--- src/rtl/lsu_pkg.sv ---
// Shared encodings for the load/store unit: funct3 codes, FSM states, lane masks.
package lsu_pkg;

    localparam logic [2:0] LB  = 3'b000;
    localparam logic [2:0] LH  = 3'b001;
    localparam logic [2:0] LW  = 3'b010;
    localparam logic [2:0] LBU = 3'b100;
    localparam logic [2:0] LHU = 3'b101;
    localparam logic [2:0] SB  = 3'b000;
    localparam logic [2:0] SH  = 3'b001;
    localparam logic [2:0] SW  = 3'b010;

    localparam logic [3:0] MASK_B = 4'b0001;
    localparam logic [3:0] MASK_H = 4'b0011;
    localparam logic [3:0] MASK_W = 4'b1111;

    typedef enum logic [1:0] {
        IDLE = 2'd0,
        REQ  = 2'd1,
        WAIT = 2'd2,
        RESP = 2'd3
    } state_t;

    function automatic logic f3_legal(input logic we, input logic [2:0] f3);
        if (we) begin
            return (f3 == SB) || (f3 == SH) || (f3 == SW);
        end
        return (f3 == LB) || (f3 == LH) || (f3 == LW) || (f3 == LBU) || (f3 == LHU);
    endfunction

endpackage

--- src/rtl/lsu_align.sv ---
// Combinational lane logic: byte mask, store-data shift, load extraction/extension
// and misalignment detection. Mask and shifts use the naturally aligned offset.
module lsu_align
    import lsu_pkg::*;
(
    input  logic [2:0]  i_funct3,
    input  logic [1:0]  i_off,
    input  logic [31:0] i_wdata,
    input  logic [31:0] i_rdata,
    output logic [3:0]  o_mask,
    output logic [31:0] o_wdata,
    output logic [31:0] o_rdata,
    output logic        o_misalign
);

    logic [1:0]  w_off;
    logic [31:0] w_shift;

    always_comb begin
        o_misalign = 1'b0;
        w_off      = i_off;
        o_mask     = MASK_W;
        case (i_funct3[1:0])
            2'b00: begin
                o_mask = MASK_B << i_off;
            end
            2'b01: begin
                o_misalign = i_off[0];
                w_off      = {i_off[1], 1'b0};
                o_mask     = MASK_H << w_off;
            end
            default: begin
                o_misalign = |i_off;
                w_off      = 2'b00;
            end
        endcase

        o_wdata = i_wdata << {w_off, 3'b000};
        w_shift = i_rdata >> {w_off, 3'b000};

        case (i_funct3)
            LB:      o_rdata = {{24{w_shift[7]}}, w_shift[7:0]};
            LH:      o_rdata = {{16{w_shift[15]}}, w_shift[15:0]};
            LBU:     o_rdata = {24'd0, w_shift[7:0]};
            LHU:     o_rdata = {16'd0, w_shift[15:0]};
            default: o_rdata = w_shift;
        endcase
    end

endmodule

--- src/rtl/lsu.sv ---
// Load/store unit: one core request -> one ready/valid memory transaction -> one
// response pulse, with decode traps and a memory timeout trap.
module lsu
    import lsu_pkg::*;
#(
    parameter int ADDR_W        = 32,
    parameter int TIMEOUT       = 64,
    parameter int TRAP_MISALIGN = 1
) (
    input  logic              i_clk,
    input  logic              i_rst,
    input  logic              i_req_valid,
    output logic              o_req_ready,
    input  logic              i_req_we,
    input  logic [2:0]        i_req_funct3,
    input  logic [ADDR_W-1:0] i_req_addr,
    input  logic [31:0]       i_req_wdata,
    output logic              o_rsp_valid,
    output logic [31:0]       o_rsp_rdata,
    output logic              o_rsp_trap,
    output logic              o_mem_valid,
    input  logic              i_mem_ready,
    output logic [ADDR_W-1:0] o_mem_addr,
    output logic              o_mem_ren,
    output logic              o_mem_wen,
    output logic [31:0]       o_mem_wdata,
    output logic [3:0]        o_mem_mask,
    input  logic              i_mem_rvalid,
    input  logic [31:0]       i_mem_rdata
);

    localparam int CNT_W = (TIMEOUT > 1) ? $clog2(TIMEOUT + 1) : 1;

    state_t            r_state;
    state_t            w_state_next;
    logic              r_we;
    logic [2:0]        r_funct3;
    logic [ADDR_W-1:0] r_addr;
    logic [31:0]       r_wdata;
    logic [CNT_W-1:0]  r_cnt;
    logic              r_rsp_trap;
    logic [31:0]       r_rsp_rdata;

    logic [2:0]        w_funct3;
    logic [1:0]        w_off;
    logic [3:0]        w_mask;
    logic [31:0]       w_wdata_sh;
    logic [31:0]       w_rdata_ext;
    logic              w_misalign;
    logic              w_decode_trap;
    logic              w_expire;
    logic              w_in_req;

    // Decode the live request while idle, the captured one afterwards.
    assign w_funct3 = (r_state == IDLE) ? i_req_funct3    : r_funct3;
    assign w_off    = (r_state == IDLE) ? i_req_addr[1:0] : r_addr[1:0];

    lsu_align u_align (
        .i_funct3   (w_funct3),
        .i_off      (w_off),
        .i_wdata    (r_wdata),
        .i_rdata    (i_mem_rdata),
        .o_mask     (w_mask),
        .o_wdata    (w_wdata_sh),
        .o_rdata    (w_rdata_ext),
        .o_misalign (w_misalign)
    );

    assign w_decode_trap = !f3_legal(i_req_we, i_req_funct3) ||
                           ((TRAP_MISALIGN != 0) && w_misalign);
    assign w_expire      = (TIMEOUT != 0) && (r_cnt == CNT_W'(TIMEOUT - 1));

    always_comb begin
        w_state_next = r_state;
        case (r_state)
            IDLE: if (i_req_valid) w_state_next = w_decode_trap ? RESP : REQ;
            REQ: begin
                if (i_mem_ready)   w_state_next = r_we ? RESP : WAIT;
                else if (w_expire) w_state_next = RESP;
            end
            WAIT: if (i_mem_rvalid || w_expire) w_state_next = RESP;
            RESP:    w_state_next = IDLE;
            default: w_state_next = IDLE;
        endcase
    end

    always_ff @(posedge i_clk) begin
        if (i_rst) begin
            r_state     <= IDLE;
            r_we        <= 1'b0;
            r_funct3    <= 3'd0;
            r_addr      <= '0;
            r_wdata     <= 32'd0;
            r_cnt       <= '0;
            r_rsp_trap  <= 1'b0;
            r_rsp_rdata <= 32'd0;
        end else begin
            r_state <= w_state_next;
            if ((w_state_next != r_state) && ((w_state_next == REQ) || (w_state_next == WAIT)))
                r_cnt <= '0;
            else if ((r_state == REQ) || (r_state == WAIT))
                r_cnt <= r_cnt + 1'b1;

            case (r_state)
                IDLE: begin
                    if (i_req_valid) begin
                        r_we        <= i_req_we;
                        r_funct3    <= i_req_funct3;
                        r_addr      <= i_req_addr;
                        r_wdata     <= i_req_wdata;
                        r_rsp_trap  <= w_decode_trap;
                        r_rsp_rdata <= 32'd0;
                    end
                end
                REQ: if (!i_mem_ready && w_expire) r_rsp_trap <= 1'b1;
                // Data wins over a coincident timeout expiry.
                WAIT: begin
                    if (i_mem_rvalid)  r_rsp_rdata <= w_rdata_ext;
                    else if (w_expire) r_rsp_trap  <= 1'b1;
                end
                default: ;
            endcase
        end
    end

    assign w_in_req    = (r_state == REQ);
    assign o_req_ready = (r_state == IDLE);
    assign o_mem_valid = w_in_req;
    assign o_mem_ren   = w_in_req && !r_we;
    assign o_mem_wen   = w_in_req && r_we;
    assign o_mem_addr  = w_in_req ? {r_addr[ADDR_W-1:2], 2'b00} : '0;
    assign o_mem_wdata = w_in_req ? w_wdata_sh : 32'd0;
    assign o_mem_mask  = w_in_req ? w_mask : 4'd0;
    assign o_rsp_valid = (r_state == RESP);
    assign o_rsp_trap  = (r_state == RESP) && r_rsp_trap;
    assign o_rsp_rdata = (r_state == RESP) ? r_rsp_rdata : 32'd0;

endmodule

--- config.mk ---
export PLATFORM = sky130hd
export DESIGN_NAME = lsu
export DESIGN_NICKNAME = d
export VERILOG_FILES = /design/src/rtl/lsu_pkg.sv /design/src/rtl/lsu_align.sv /design/src/rtl/lsu.sv
export SDC_FILE = /design/constraint.sdc
export NUM_CORES = 1
export LEC_CHECK = 0
export ABC_AREA = 1
export CAP_MARGIN = 30
export CORE_MARGIN = 5
export CORE_UTILIZATION = 35
export DETAILED_ROUTE_END_ITERATION = 8
export PLACE_DENSITY = 0.67
export SYNTH_ARGS = -nofsm -noshare
export SYNTH_HDL_FRONTEND = slang
export SYNTH_SLANG_ARGS = --single-unit
--- constraint.sdc ---
create_clock -name i_clk -period 2.2 [get_ports i_clk]
set_input_delay 0.33 -clock i_clk [delete_from_list [all_inputs] [get_ports i_clk]]
set_output_delay 0.33 -clock i_clk [all_outputs]
set_load 0.03 [all_outputs]
Yosys cells after proc, flatten, opt, wreduce, memory -nomap -nowiden
Index checks and enable logic that the tools add are counted.

storage, ports and cells
  register bits = 110
  input bits = 105
  logic and storage cells = 88

operators by class
  $add $sub $neg = 1
  eq/ne operators = 20
  shift-type cells = 4
  muxes and demuxes = 28
  reduce and logical (&&, ||, !) cells = 27

operators by type and width
  operator                                                                count
  32-bit two-way mux                                                      5
  32-bit case mux with 4 select lines                                     1
  32-bit case mux with 2 select lines                                     1
  32-bit by 5-bit << shifter with 32-bit output                           1
  32-bit by 5-bit >> shifter with 32-bit output                           1
  3-bit equality test (second input constant)                             4
  2-bit two-way mux                                                       6
  1-bit logical OR                                                        8
  1-bit two-way mux                                                       8
  2-bit != test (second input constant)                                   4
  2-bit case mux with 4 select lines                                      1
  4-bit case mux with 2 select lines                                      1
  7-bit by 1-bit adder with 7-bit output (second input constant)          1
  7-bit by 6-bit equality test with 1-bit output (second input constant)  1
  2-bit by 1-bit equality test with 1-bit output (second input constant)  3
  2-bit equality test (second input constant)                             3
  3-bit by 1-bit equality test with 1-bit output (second input constant)  2
  3-bit zero test                                                         2
  1-bit logical AND                                                       5
  5-bit AND reduction                                                     1
  2-bit zero test                                                         2
  4-bit two-way mux                                                       1
  2-bit case mux with 2 select lines                                      1
  2-bit OR reduction                                                      2
  other kinds (13)                                                        15

Longest topological paths before layout
  word-level depth = 15
  mapped depth = 15
  mapped depth without buffers = 14

Hierarchy
Synthesis repeated with hierarchy kept, for this count alone.

unflattened totals
  cells, all modules = 1027
  area, all modules = 6368.6 um^2

by module, submodules not included
  module     instances  cells each  area an instance (um^2)  seq. area each (um^2)
  lsu        1          758         5023.6                   2202.1
  lsu_align  1          269         1345.0                   0.0

Worst setup path before layout
OpenSTA, ideal clock, no wires.

  kind = flip-flop to output port
  from = register r_state[0]
  to = output port o_mem_wdata[0]
  data arrival time = 2.759 ns
  required time = 1.870 ns
  slack = -0.889 ns
  cell stages (with the launch flop) = 14
  buffers on the path = 1
  cell sequence = dfxtp_1 -> inv_1 -> ha_1 -> inv_1 -> nand2_2 -> nand2_4 -> nand2_2 -> inv_1 -> buf_2 -> nor2_1 -> inv_2 -> nor2_1 -> inv_2 -> nor2_1

between the ends
  word-level cells in the longest chain between the ends = 6

ends and longest elaborated chain
  item                                                                               line             text
  start, declared                                                                    lsu.sv:34        state_t r_state;
  start signal, assigned                                                             lsu.sv:98        r_state <= w_state_next;
  2-bit zero test *                                                                  -
  named net o_req_ready                                                              lsu.sv:13        output logic o_req_ready,
  3-bit two-way mux                                                                  lsu.sv:55        assign w_funct3 = (r_state == IDLE) ? i_req_funct3 : r_funct3;
  2-bit by 1-bit equality test with 1-bit output or 2-bit zero test (tied branches)  lsu_align.sv:23  case (i_funct3[1:0])
  2-bit case mux with 2 select lines *                                               lsu_align.sv:23
  32-bit by 5-bit << shifter with 32-bit output *                                    lsu_align.sv:38  o_wdata = i_wdata << {w_off, 3'b000};
  32-bit two-way mux *                                                               lsu.sv:132       assign o_mem_wdata = w_in_req ? w_wdata_sh : 32'd0;
  end, declared                                                                      lsu.sv:26        output logic [31:0] o_mem_wdata,

Mark *: on every way through the listed nets, which the timed path passes. The rest lies on a longest branch.

Worst setup path after layout
  from = register r_state[1]
  to = output port o_mem_wdata[4]

between the ends
  word-level cells in the longest chain between the ends = 6

ends and longest elaborated chain
  item                                                                               line
  2-bit zero test                                                                    lsu.sv:55, lsu.sv:56
  3-bit two-way mux                                                                  lsu.sv:55
  2-bit by 1-bit equality test with 1-bit output or 2-bit zero test (tied branches)  lsu_align.sv:23
  2-bit case mux with 2 select lines                                                 lsu_align.sv:23
  32-bit by 5-bit << shifter with 32-bit output                                      lsu_align.sv:38
  32-bit two-way mux *                                                               lsu.sv:132

Mark *: on every way between the ends. The rest lies on a longest branch, timed or not.

==> qor.txt <==
Synthesized instance count: 934
Vias in the first global route: 6268
Post-route minimum period: 2.49 ns
Cell Count, Final, Fillers Out: 1401
Post-detail-place hpwl: 15000 um
Reg area: 2200 um^2
Area leader, netlist: dfxtp_1
Vias per cell: 4.98
Pwr dens: 1320 nW/um^2
Async SR Flop Fraction: 0%
Sink Count: 110
Post-synthesis area per instance: 6.35 um^2
Worst Setup Start Kind: register
Worst hold margin: 0.451 ns
Worst setup path startpoint: r_state[1]$_SDFF_PP0_
Synth cell types: 35
Failing checks: setup timing
Top cell type's share of synthesized area: 37.2%
DRC: 0
Hold_sp: r_rsp_trap$_SDFFE_PP0P_
Req. time, crit path: 1.87 ns
Final WL: 22700 um
First-pass GRT wire length: 32900 um
Clk slew on worst S/H paths: 0.07 ns
Share of cells above drive strength 1: 32.4%
CTS tree: built
LEAKAGE: 4.65 nW
Non-Filler Cell Area, Final: 10100 um^2
Hold Buf Count CTS: 0
Worst path cell trace: inv_4 -> ha_4 -> inv_6 -> nand2_4 -> nand2_4 -> nand2_4 -> nor2_4 -> buf_6 -> buf_16 -> nor2_4 -> clkinv_4 -> nor2_4 -> buf_6
GP Congestion: 0.926
Total number of vias: 6975
Final Hold Fails: 0
Register area share after synthesis: 37.2%
Synth Warn #: 0
Max-slew violations: 0
Port Buffer Count: 208
Final WS setup: -0.291 ns
Layout Nets: 1286
Root Buffer Master: clkbuf_16
Htree depth: 3
Crit path max fanout: 8
Crit-path slowest cell: dfxtp_2
Unrepaired setup endpoints after global routing: yes
Total grt overflow: 0
Area of the multi-input gates: 3910 um^2
Area of the core: 16600 um^2
Status: finished, violations left
WL/cell: 16.2 um
Num ports: 211
Initial antenna violation count: 0
Initial Util: 35.7%
Type of destination of the critical path: output port
Largest net degree at the start of global routing: 59
Flop and latch count out of synthesis: 110
Die area: 19600 um^2
Die H: 140 um
Setup Skew: 0.00599 ns
WP buf/inv: 6
Max cap viols: 0
Crit Path Category: register to output port
Fill count: 1491
Top delay family on crit path: buffers and inverters
Tcrit/Tclk final: 113%
Skew-Pair Late Insertion Delay: 0.36 ns
Syn-to-layout area delta: 70.2%
Crit path DAT: 2.16 ns
Antenna Cells: 0
Post-DRT Antenna Nets: 0
Post-DP Area: 8550 um^2
Number of enable flip-flop cells after synthesis: 0
DR pass1 iterations: 5
Slowest stage delay, CP: 0.34 ns
Row count: 47
Top FF cell, synth: dfxtp_1
Netlist Area Pre-Place: 5930 um^2
Top cells by area, synth: dfxtp_1 37%, nand2_1 14%, nor2_1 9.9%, o21ai_0 8.6%, inv_1 7.1%
Max Fclk: 0.402 GHz
Reg2reg start: r_state[1]$_SDFF_PP0_
DRT iter0 DRCs: 481
Final Setup Violations: 60
Max VDD drop: 0.628 mV
Final core utilization: 60.8%
Total CTS buffers: 9
Hold/Removal Path Class: register to register
DIE WIDTH: 140 um
Total power: 13.3 mW
Clk buf depth: 2
Placed insts: 1352
Total track usage: 20.7%
[report_power, final]
| group | switching, mW | leakage, nW | internal (mW) | total, mW |
|---|---|---|---|---|
| Combinational | 5.04 | 3.58 | 3.61 | 8.65 |
| Sequential | 0.357 | 0.903 | 2.47 | 2.83 |
| Clock | 0.769 | 0.163 | 1.03 | 1.80 |
| Total | 6.17 | 4.65 | 7.11 | 13.3 |
[Yosys cell counts, types with 2 or more instances]
cell type	instances
xor2_1	3
nand4_1	5
o22ai_1	8
a21oi_1	52
nand2_1	221
nand2_4	3
mux2i_1	9
inv_2	2
nor2_1	156
nand3_4	3
dfxtp_1	110
nand2_2	5
o21ai_0	102
o211ai_1	7
xnor2_1	3
nand3_2	3
buf_4	2
buf_6	2
buf_1	2
buf_2	13
ha_1	5
nand3_1	53
clkbuf_1	41
inv_1	112
a21oi_2	2
[flip-flops by register name (all words and copies together), names as in the netlist]
name         cells
r_state          2
r_cnt            7
r_rsp_rdata     32
r_rsp_trap       1
r_wdata         32
r_we             1
r_addr          32
r_funct3         3
[path summary, 6_finish.rpt]
| path | endpoint | slack (ns) | depth (start not counted) |
|---|---|---|---|
| hold reg to reg | r_rsp_trap$_SDFFE_PP0P_ | 0.45 | 2 |
| setup / recovery | o_mem_wdata[4] | -0.29 | 13 |
| hold / removal | r_rsp_trap$_SDFFE_PP0P_ | 0.45 | 2 |
| setup reg to reg | r_rsp_rdata[22]$_SDFFE_PP0P_ | -0.11 | 17 |
[layer usage]
| metal | wire [um] | vias to the layer above | GRT usage, % |
|---|---|---|---|
| met1 | 9130 | 3208 | 26.3 |
| met4 | 696 | 0 | 6.22 |
| met5 | 0 | - | 0 |
| met2 | 10700 | 292 | 33.0 |
| li1 | - | 3427 | - |
| met3 | 2190 | 48 | 7.40 |
[metrics by stage]
step                      setup slack (ns)  setup TNS [ns]
after global placement             -0.0968           -2.00
after global routing                -0.361          -14.25
after detailed placement            -0.132           -4.23
final                               -0.291           -8.88
after floorplan                     -0.119          -0.905
after CTS                           -0.264           -9.67
[timing repair]
action                     in CTS  in global routing
cloned                          3                  7
setup buffers                   6                 21
pin swaps                       8                 35
resized for setup              71                145
setup endpoints to repair      37                 79
[cells in the final DEF (no fill, tap or decap), types with 12 or more instances in the layout]
master,count
nand2_1,182
nor2_1,132
buf_4,117
dfxtp_1,108
clkdlybuf4s50_1,104
inv_1,98
o21ai_0,81
buf_6,46
a21oi_1,38
nand3_2,31
nand2_2,30
nand3_1,23
nor2_4,18
nand2_4,17
a21oi_2,16
clkbuf_16,14
buf_12,12
[logic make-up (layout without fill, tap and decap cells)]
family,Yosys count,after routing,synth area share (%)
flip-flops,110,110,37.2
other,1,2,0.0633
multiplexers,9,9,1.52
adder cells (fa/ha/maj),5,5,1.06
buffers and inverters,176,421,12.0
AO/OA/AOI/OAI,174,174,15.3
AND/OR/NAND/NOR,453,454,32.0
XOR/XNOR,6,6,0.887
[worst min-delay path, delay by kind of cell, from the launching register on]
kind,cells,cell delay (ns)
flip-flops,1,0.32
buffers and inverters,1,0.05
AO/OA/AOI/OAI,1,0.05
[area by class of cell]
cell class	instances	area share (%)
well taps	220	2.73
multi-input cells	650	38.8
repair buffers	290	28.9
clock inverters	6	0.831
clock buffers	10	2.37
inverters	115	4.53
flip-flops and latches	110	21.9
Note: power is estimated with default switching activity, not from simulation.
